## src/rtl/s38584_rdbk_sequencer.sv

```systemverilog
// rtl/s38584_rdbk_sequencer.sv - readback sequencer for the s38584 n1005 partial-output cone
//
// Purpose: walks a range of 8-bit cone select codes, holds each code for a settle
// window with the cone enable high, samples the 1-bit cone result and packs the
// samples LSB-first into WORD_W-bit words that leave on a valid/ready stream.
//
// Ports:
//   CK, RST              clock (rising edge), synchronous active-high reset
//   start, base_addr,    scan request: first code and number of codes
//   count                (0..256, larger values clamp to 256); start only seen in IDLE
//   abort                drop the scan in progress, return to IDLE without done
//   busy, done           not-IDLE flag, one-cycle completion pulse
//   cone_addr, cone_en   select code and enable (g35) driven into the cone
//   cone_bit             cone result (n1005)
//   word_data, word_valid, word_ready, word_last   packed-sample output stream
module s38584_rdbk_sequencer #(
  parameter int WORD_W     = 16,
  parameter int SETTLE_CYC = 1
) (
  input  logic              CK,
  input  logic              RST,
  input  logic              start,
  input  logic [7:0]        base_addr,
  input  logic [8:0]        count,
  input  logic              abort,
  output logic              busy,
  output logic              done,
  output logic [7:0]        cone_addr,
  output logic              cone_en,
  input  logic              cone_bit,
  output logic [WORD_W-1:0] word_data,
  output logic              word_valid,
  input  logic              word_ready,
  output logic              word_last
);

  localparam int POS_W = $clog2(WORD_W + 1);
  // Last SETTLE count value before moving to SAMPLE; unused when SETTLE_CYC is 0.
  localparam logic [3:0] SETTLE_LAST = 4'((SETTLE_CYC > 0) ? SETTLE_CYC - 1 : 0);

  typedef enum logic [2:0] {
    S_IDLE, S_DRIVE, S_SETTLE, S_SAMPLE, S_EMIT, S_FIN
  } state_t;

  state_t            r_state;
  state_t            w_next;
  logic [7:0]        r_base;
  logic [8:0]        r_count;
  logic [8:0]        r_idx;
  logic [POS_W-1:0]  r_pos;
  logic [3:0]        r_settle;
  logic [7:0]        r_addr;
  logic [WORD_W-1:0] r_word;

  logic w_load;
  logic w_sample;
  logic w_accept;
  logic w_clear;
  logic w_word_full;
  logic w_scan_end;
  logic w_is_last;

  assign w_word_full = (r_pos == POS_W'(WORD_W - 1));
  assign w_scan_end  = ((r_idx + 9'd1) == r_count);
  assign w_is_last   = (r_idx == r_count);

  always_comb begin
    w_next   = r_state;
    w_load   = 1'b0;
    w_sample = 1'b0;
    w_accept = 1'b0;
    w_clear  = 1'b0;
    case (r_state)
      S_IDLE: begin
        if (start) begin
          if (count == 9'd0) begin
            w_next = S_FIN;
          end else begin
            w_next = S_DRIVE;
            w_load = 1'b1;
          end
        end
      end
      S_DRIVE:  w_next = (SETTLE_CYC == 0) ? S_SAMPLE : S_SETTLE;
      S_SETTLE: if (r_settle == SETTLE_LAST) w_next = S_SAMPLE;
      S_SAMPLE: begin
        w_sample = 1'b1;
        w_next   = (w_word_full || w_scan_end) ? S_EMIT : S_DRIVE;
      end
      S_EMIT: begin
        if (word_ready) begin
          w_accept = 1'b1;
          w_next   = w_is_last ? S_FIN : S_DRIVE;
        end
      end
      S_FIN:   w_next = S_IDLE;
      default: w_next = S_IDLE;
    endcase
    // Abort overrides everything outside IDLE, including a coincident handshake.
    if (abort && (r_state != S_IDLE)) begin
      w_next   = S_IDLE;
      w_sample = 1'b0;
      w_accept = 1'b0;
      w_clear  = 1'b1;
    end
  end

  always_ff @(posedge CK) begin
    if (RST) r_state <= S_IDLE;
    else     r_state <= w_next;
  end

  always_ff @(posedge CK) begin
    if (RST) begin
      r_base   <= '0;
      r_count  <= '0;
      r_idx    <= '0;
      r_pos    <= '0;
      r_settle <= '0;
      r_addr   <= '0;
      r_word   <= '0;
    end else begin
      if (w_load) begin
        r_base  <= base_addr;
        r_count <= (count > 9'd256) ? 9'd256 : count;
        r_idx   <= '0;
        r_pos   <= '0;
        r_word  <= '0;
        r_addr  <= base_addr;
      end
      if (r_state == S_DRIVE)       r_settle <= '0;
      else if (r_state == S_SETTLE) r_settle <= r_settle + 4'd1;
      if (w_sample) begin
        r_word <= r_word | ({{(WORD_W-1){1'b0}}, cone_bit} << r_pos);
        r_pos  <= r_pos + POS_W'(1);
        r_idx  <= r_idx + 9'd1;
        // The select only moves on entry to DRIVE so it never changes while waiting in EMIT.
        if (w_next == S_DRIVE) r_addr <= r_base + r_idx[7:0] + 8'd1;
      end
      if (w_accept) begin
        r_word <= '0;
        r_pos  <= '0;
        if (w_next == S_DRIVE) r_addr <= r_base + r_idx[7:0];
      end
      if (w_clear) begin
        r_word <= '0;
        r_pos  <= '0;
        r_idx  <= '0;
      end
    end
  end

  assign busy       = (r_state != S_IDLE);
  assign done       = (r_state == S_FIN);
  assign cone_en    = (r_state == S_DRIVE) || (r_state == S_SETTLE) || (r_state == S_SAMPLE);
  assign cone_addr  = r_addr;
  assign word_data  = r_word;
  assign word_valid = (r_state == S_EMIT);
  assign word_last  = (r_state == S_EMIT) && w_is_last;

endmodule

```

## config.mk

```make
export PLATFORM = sky130hd
export DESIGN_NAME = s38584_rdbk_sequencer
export DESIGN_NICKNAME = d
export VERILOG_FILES = /design/src/rtl/s38584_rdbk_sequencer.sv
export SDC_FILE = /design/constraint.sdc
export NUM_CORES = 1
export LEC_CHECK = 0
export CAP_MARGIN = 10
export CELL_PAD_IN_SITES_DETAIL_PLACEMENT = 0
export CELL_PAD_IN_SITES_GLOBAL_PLACEMENT = 1
export CORE_MARGIN = 2
export CORE_UTILIZATION = 25
export DETAILED_ROUTE_END_ITERATION = 8
export GPL_TIMING_DRIVEN = 0
export PLACE_DENSITY_LB_ADDON = 0.1
export SLEW_MARGIN = 20
export SYNTH_ARGS = -nofsm -noshare
export SYNTH_HDL_FRONTEND = slang
export SYNTH_SLANG_ARGS = --single-unit
```

## constraint.sdc

```tcl
create_clock -name CK -period 7.4 [get_ports CK]
set_input_delay 1.48 -clock CK [delete_from_list [all_inputs] [get_ports CK]]
set_output_delay 1.48 -clock CK [all_outputs]
set_load 0.01 [all_outputs]
```

==> summary.txt, run 1 <==
Clock tree
  • CTS max path bufs: 2
  • Clock-pin slew on the worst setup and hold paths: 60 ps
  • Post-CTS Setup Bufs: 0
  • TritonCTS clock tree: yes
  • Hold Buf Count CTS: 0
  • Clk root buf: clkbuf_16
  • Worst-Skew Late Latency: 340 ps
  • Htree depth: 3
  • Cts bufs inserted: 9
  • Post-CTS Resized: 0
  • CTS Sinks: 62

Global route
  • Initial antenna violation count: 0
  • Largest net degree at the start of global routing: 13
  • Total global-route track usage: 0.156
  • Vias in the first global route: 3,370
  • First-pass GRT wire length: 18,000 microns
  • Grt total ovfl: 0

Placed design
  • RD Place Congestion: 0.777
  • Pre-CTS WS: 2690 ps
  • Placed cell count: 674
  • Port-buffer cells: 51
  • Placement Cell Area: 0.00424 sq mm
  • Post-DP HPWL: 8150 microns

Setup path
  • Nature of the critical path startpoint: input pin
  • WS Path Type: input pin to flip-flop
  • Crit path required time: 7680 ps
  • CP Max Fanout: 10
  • Critical Path End Type: flip-flop
  • Reg-to-reg slack, setup: 4130 ps
  • Critical R2R Capture: cone_addr[7]
  • FF-to-FF Start: r_idx[1]
  • R2R cell count: 8
  • Arrival time at the worst endpoint: 4520 ps

STA
  • Max-slew headroom: 0.420
  • Worst hold margin: 469 ps
  • Tmin final: 4240 ps
  • Fin. Hold Viols: 0
  • Final Cycle Share: 0.573
  • RSZ-0062 raised after global routing: no
  • Pins over their slew limit: 0
  • FMAX: 236 MHz
  • Fin Setup TNS: 0 ps
  • Worst-Margin Slew: 864 ps
  • Finish-stage setup viols: 0
  • Worst Slack Setup Final: 3160 ps
  • Clock Skews: 5.73 ps

Die
  • Die W: 122 microns
  • Die height: 122 microns
  • Initial Util: 0.255
  • Std cell rows: 43
  • Core region area: 0.0138 sq mm
  • Die area: 0.0150 sq mm
  • IO Pins: 52

Hold path
  • Hold Path Cell Cnt: 2
  • Worst Hold End: word_data[13]
  • Beginning of the worst hold path: word_data[13]
  • Hold Path Class: flip-flop to flip-flop

Drt
  • DR DRC count: 0
  • Vias per cell: 4.87
  • Final wirelength: 10,900 microns
  • Antenna Nets Post-Route: 0
  • Initial DRC count: 196
  • Routed via count: 3,361
  • 1st-pass router iterations: 4
  • Per-cell routed wire length: 15.8 microns

Layout
  • Net count, final: 542
  • Design Area, Final: 0.00455 sq mm
  • Share of cells above drive strength 1: 0.0667
  • Area growth syn-to-layout: 29.6%
  • Post-route insts no fill: 690
  • Most frequent cells in the layout: 68 x nor2_1, 62 x dfxtp_1, 59 x a21oi_1
  • Final Core Density: 0.330
  • Commonest non-fill, non-tap cell in the layout: nor2_1
  • Antenna cells: 0

Logic synthesis
  • Yosys warns: 0
  • Area contributors post-synth: dfxtp_1 35%, a21oi_1 8.4%, nor2_1 7.3%, nand2_1 4.7%, ha_1 4.6%
  • Async SR Flop Fraction: 0
  • Cell count after synthesis: 443
  • Syn Nets: 480
  • Sequential-to-total area share from yosys stat: 0.354
  • Post-Syn Area: 0.00351 sq mm
  • Synth cell types: 57
  • Main synth FF type: dfxtp_1
  • Post-synth EDFFs: 0
  • Syn avg cell area: 7.92 sq um
  • Yosys reg bits: 62
  • Synth top area share: 0.354
  • Leading area contributor after synthesis: dfxtp_1

Flow run
  • Maxcap violations: 0

Power and ir drop
  • Tot Pwr: 1.01 mW
  • Leak pwr: 1.72 nW
  • Peak supply drop: 0.0973 mV
  • P per Cell Area: 222 mW/mm^2

Run status
  • Outcome: finished clean
## state kept, by name, indices dropped and copies added, names as in the netlist
| name | flops |
|---|---|
| r_count | 9 |
| r_pos | 5 |
| cone_addr | 8 |
| r_idx | 9 |
| word_data | 16 |
| r_state | 3 |
| r_base | 8 |
| r_settle | 4 |
## routing by layer
metal,up-vias,track usage,wire length (microns)
li1,1723,-,-
met1,1561,0.210,5470
met2,58,0.243,4810
met3,19,0.0358,381
met4,0,0.0625,241
met5,-,0,0
## final cells by class
cell class | instances | area, sq um
fillers | 1517 | 9230
multi-input cells | 356 | 2150
flip-flops and latches | 62 | 1240
repair buffers | 51 | 510
clock buffers | 10 | 229
well taps | 180 | 225
plain buffers | 20 | 93.8
clock inverters | 6 | 72.6
inverters | 5 | 18.8
## power by group
part	internal [mW]	switching, mW
logic	0.0855	0.121
clock network	0.263	0.173
registers	0.353	0.0152
total	0.701	0.309
## synthesized netlist by cell type (3+ instances only)
| cell type | instances |
|---|---|
| a22oi_1 | 4 |
| nor2b_1 | 4 |
| a21o_1 | 4 |
| nand4b_1 | 3 |
| a2111oi_0 | 3 |
| and3_1 | 3 |
| nor4_1 | 5 |
| a21oi_1 | 59 |
| clkbuf_1 | 12 |
| xor2_1 | 13 |
| a31oi_1 | 3 |
| o21a_1 | 3 |
| xnor2_1 | 11 |
| ha_1 | 13 |
| nor3_1 | 16 |
| or2_2 | 5 |
| nor3b_1 | 10 |
| a211oi_1 | 3 |
| nand3b_1 | 6 |
| mux2i_1 | 5 |
| nand3_1 | 14 |
| nor2_1 | 68 |
| or3_1 | 4 |
| buf_4 | 5 |
| buf_1 | 3 |
| nand4_1 | 4 |
| and2_1 | 3 |
| inv_1 | 5 |
| o21ai_0 | 14 |
| nand2_1 | 44 |
| dfxtp_1 | 62 |
## kinds of logic (layout without fill, tap and decap cells)
logic type,Yosys count,after routing,share of synthesized area
and+or+nand+nor,201,201,0.284
AOI/OAI and AO/OA,108,108,0.188
DFF,62,62,0.354
xor gates and xnor gates,25,25,0.0667
buffers and inverters,25,92,0.0321
adders and majority gates,15,15,0.0549
muxes,7,7,0.0207
## critical path, cell delays in order
cell	delay, ps
clkdlybuf4s50_1	410
nor4_1	480
nand2_1	170
o21ai_1	710
clkbuf_1	480
clkbuf_1	450
nand2_1	200
nor2_1	140
## how the worst max path moves through the flow
stage          slack [ps]     start  cells past startpoint        to
5_1_grt              2690  count[4]                      8  r_idx[3]
2_1_floorplan        4150  count[0]                      7  r_idx[3]
3_5_place_dp         2690  count[4]                      8  r_idx[4]
3_3_place_gp         2610  count[4]                      8  r_idx[8]
4_1_cts              3040  count[4]                      8  r_idx[4]
6_report             3160  count[4]                      8  r_idx[4]
(Power assumes the default switching activity.)
==> run 2, diff against run 1 <==
clock period = 3.7 ns   (was 7.4 ns; I/O delays follow)
==> run 2 against run 1 <==
Via count about the same. Sequential power up 100%. Global-route usage unchanged. Critical path depth unchanged. Clock skew about the same. Non-clock buffer count unchanged. Core utilization about the same. Flip-flop and latch count unchanged. Routed wire length down 0.10%. Worst hold slack unchanged. Largest cell class unchanged.
==> summary.txt, run 2 (synthesis results as in run 1) <==
STA
  • Clock Skews: 5.73 ps (about the same)
  • Max-slew headroom: 0.535 (was 0.420)
  • Final Cycle Share: 0.885
  • Fin. Hold Viols: 0 (unchanged)
  • Worst-Margin Slew: 697 ps (was 864 ps)
  • FMAX: 306 MHz
  • RSZ-0062 raised after global routing: no (unchanged)
  • Pins over their slew limit: 0 (unchanged)
  • Fin Setup TNS: 0 ps (unchanged)
  • Tmin final: 3270 ps
  • Finish-stage setup viols: 0 (unchanged)

Global route
  • First-pass GRT wire length: 18,000 microns (unchanged)
  • Initial antenna violation count: 0 (unchanged)
  • Total global-route track usage: 0.156 (unchanged)
  • Largest net degree at the start of global routing: 13 (unchanged)
  • Grt total ovfl: 0 (unchanged)
  • Vias in the first global route: 3,370 (unchanged)

Clock tree
  • Cts bufs inserted: 9 (unchanged)
  • CTS max path bufs: 2 (unchanged)
  • CTS Sinks: 62 (unchanged)
  • Post-CTS Setup Bufs: 0 (unchanged)
  • Clk root buf: clkbuf_16 (unchanged)
  • Hold Buf Count CTS: 0 (unchanged)
  • Htree depth: 3 (unchanged)
  • Post-CTS Resized: 0 (unchanged)
  • Clock-pin slew on the worst setup and hold paths: 60 ps (about the same)
  • Worst-Skew Late Latency: 340 ps (about the same)
  • TritonCTS clock tree: yes (unchanged)

Power and ir drop
  • Internal: 1.40 mW (was 701 uW)
  • P_sw: 619 uW (was 309 uW)
  • Comb pwr share: 0.205 (about the same)
  • Reg power frac: 0.364 (about the same)
  • Switch share: 0.306 (about the same)
  • P per Cell Area: 445 mW/mm^2 (was 222 mW/mm^2)
  • Leak pwr: 1.72 nW (about the same)
  • Clock power frac: 0.431 (about the same)
  • Peak supply drop: 0.195 mV (was 0.0973 mV)

Setup path
  • Crit path required time: 3910 ps (was 7680 ps)
  • CP Max Fanout: 9 (was 10)
  • Arrival time at the worst endpoint: 3490 ps (was 4520 ps)
  • Critical Path End Type: flip-flop (unchanged)
  • Nature of the critical path startpoint: flip-flop (was input pin)
  • WS Path Type: flip-flop to flip-flop (was input pin to flip-flop)

Layout
  • Max reg flops: 16 (unchanged)
  • Most frequent cells in the layout: 68 x nor2_1, 62 x dfxtp_1, 59 x a21oi_1 (unchanged)
  • Post-route insts no fill: 690 (unchanged)
  • Antenna cells: 0 (unchanged)
  • Share of cells above drive strength 1: 0.0686 (was 0.0667)
  • Commonest non-fill, non-tap cell in the layout: nor2_1 (unchanged)
  • Final Core Density: 0.330 (about the same)
  • Area growth syn-to-layout: 29.7% (was 29.6%)
  • Net count, final: 542 (unchanged)

Die
  • Die W: 122 microns (unchanged)
  • IO Pins: 52 (unchanged)
  • Die height: 122 microns (unchanged)
  • Die area: 0.0150 sq mm (unchanged)
  • Initial Util: 0.255 (unchanged)
  • Std cell rows: 43 (unchanged)
  • Core region area: 0.0138 sq mm (unchanged)

Placed design
  • Port-buffer cells: 51 (unchanged)
  • Post-DP HPWL: 8150 microns (unchanged)
  • RD Place Congestion: 0.777 (unchanged)
  • Placed cell count: 674 (unchanged)

Hold path
  • Hold Path Class: flip-flop to flip-flop (unchanged)

Drt
  • DR DRC count: 0 (unchanged)
  • Vias per cell: 4.87 (about the same)
  • 1st-pass router iterations: 4 (unchanged)
  • Routed via count: 3,363 (was 3,361)
  • Per-cell routed wire length: 15.8 microns (about the same)
  • Antenna Nets Post-Route: 0 (unchanged)
  • Initial DRC count: 197 (was 196)
  • Final wirelength: 10,900 microns (about the same)

Flow run
  • Maxcap violations: 0 (unchanged)

Run status
  • Outcome: finished clean (unchanged)
-- run 2: changes by cell type in the layout (fill, tap and decap cells not counted) --
cell and delta:
o21ai_1 -1, o21ai_2 +1
-- run 2: metal layers --
metal / part of all wire / routed length, microns / vias up / GRT usage
li1: - / - / 1724 / -
met4: 0.022 / 241 / 0 / 0.0625
met5: 0 / 0 / - / 0
met2: 0.44 / 4820 / 57 / 0.243
met3: 0.034 / 375 / 19 / 0.0358
met1: 0.50 / 5460 / 1563 / 0.210
-- run 2: final cells by class --
cell class | instances | area, sq um
clock buffer | 10 | 229
multi-input combinational | 356 | 2160
tap | 180 | 225
sequential | 62 | 1240
timing repair buffer | 51 | 510
clock inverter | 6 | 72.6
buffer | 20 | 93.8
inverter | 5 | 18.8
fill | 1518 | 9220
-- run 2: power by group through the flow --
| stage | Clock, mW | Sequential, mW | Combinational, mW |
|---|---|---|---|
| after detailed placement | 0 | 0.752 | 0.418 |
| after floorplan | 0 | 0.748 | 0.258 |
| after CTS | 0.894 | 0.737 | 0.419 |
| after global routing | 0.925 | 0.742 | 0.462 |
| after global placement | 0 | 0.751 | 0.418 |
| final | 0.872 | 0.736 | 0.415 |
-- run 2: stage by stage --
step / total power, mW / cell area [sq um] / worst slack (ps) / hold WS (ps)
floorplan: 1.01 / 3510 / 1030 / 441
global placement: 1.17 / 4240 / -351 / 455
detailed placement: 1.17 / 4240 / -274 / 457
CTS: 2.05 / 4550 / 83.4 / 474
global route: 2.13 / 4550 / 2.45 / 487
finish: 2.02 / 4550 / 427 / 469
-- run 2: path summary, 6_finish.rpt --
check                startpoint       endpoint  slack [ps]  cells after the start
hold reg to reg   word_data[13]  word_data[13]         470                      2
setup / recovery       r_idx[1]   cone_addr[7]         430                      8
setup reg to reg       r_idx[1]   cone_addr[7]         430                      8
hold / removal    word_data[13]  word_data[13]         470                      2
-- run 2: worst max-delay path, stage by stage, from the launching register on --
cell and delay [ps]:
dfxtp_1 550, ha_1 380, nand4_1 200, mux2_2 330
o221ai_1 280, a2111oi_4 160, nor2_1 560, a2111oi_0 150
or4_1 550
==> run 3, diff against run 2 <==
clock period = 3.95 ns   (was 3.7 ns; I/O delays follow)
==> results of run 3 <==
The final DEF is identical to that of run 2. Status: finished clean.
Among the figures that moved: setup slack after placement -274 ps -> -74.3 ps; setup slack after layout 427 ps -> 639 ps; start point of the critical path r_idx[1] -> count[4]; end point of the critical path cone_addr[7] -> r_idx[4]; register-to-register setup slack 430 ps -> 680 ps; total power 2.02 mW -> 1.89 mW; worst IR drop on VDD 0.195 mV -> 0.182 mV
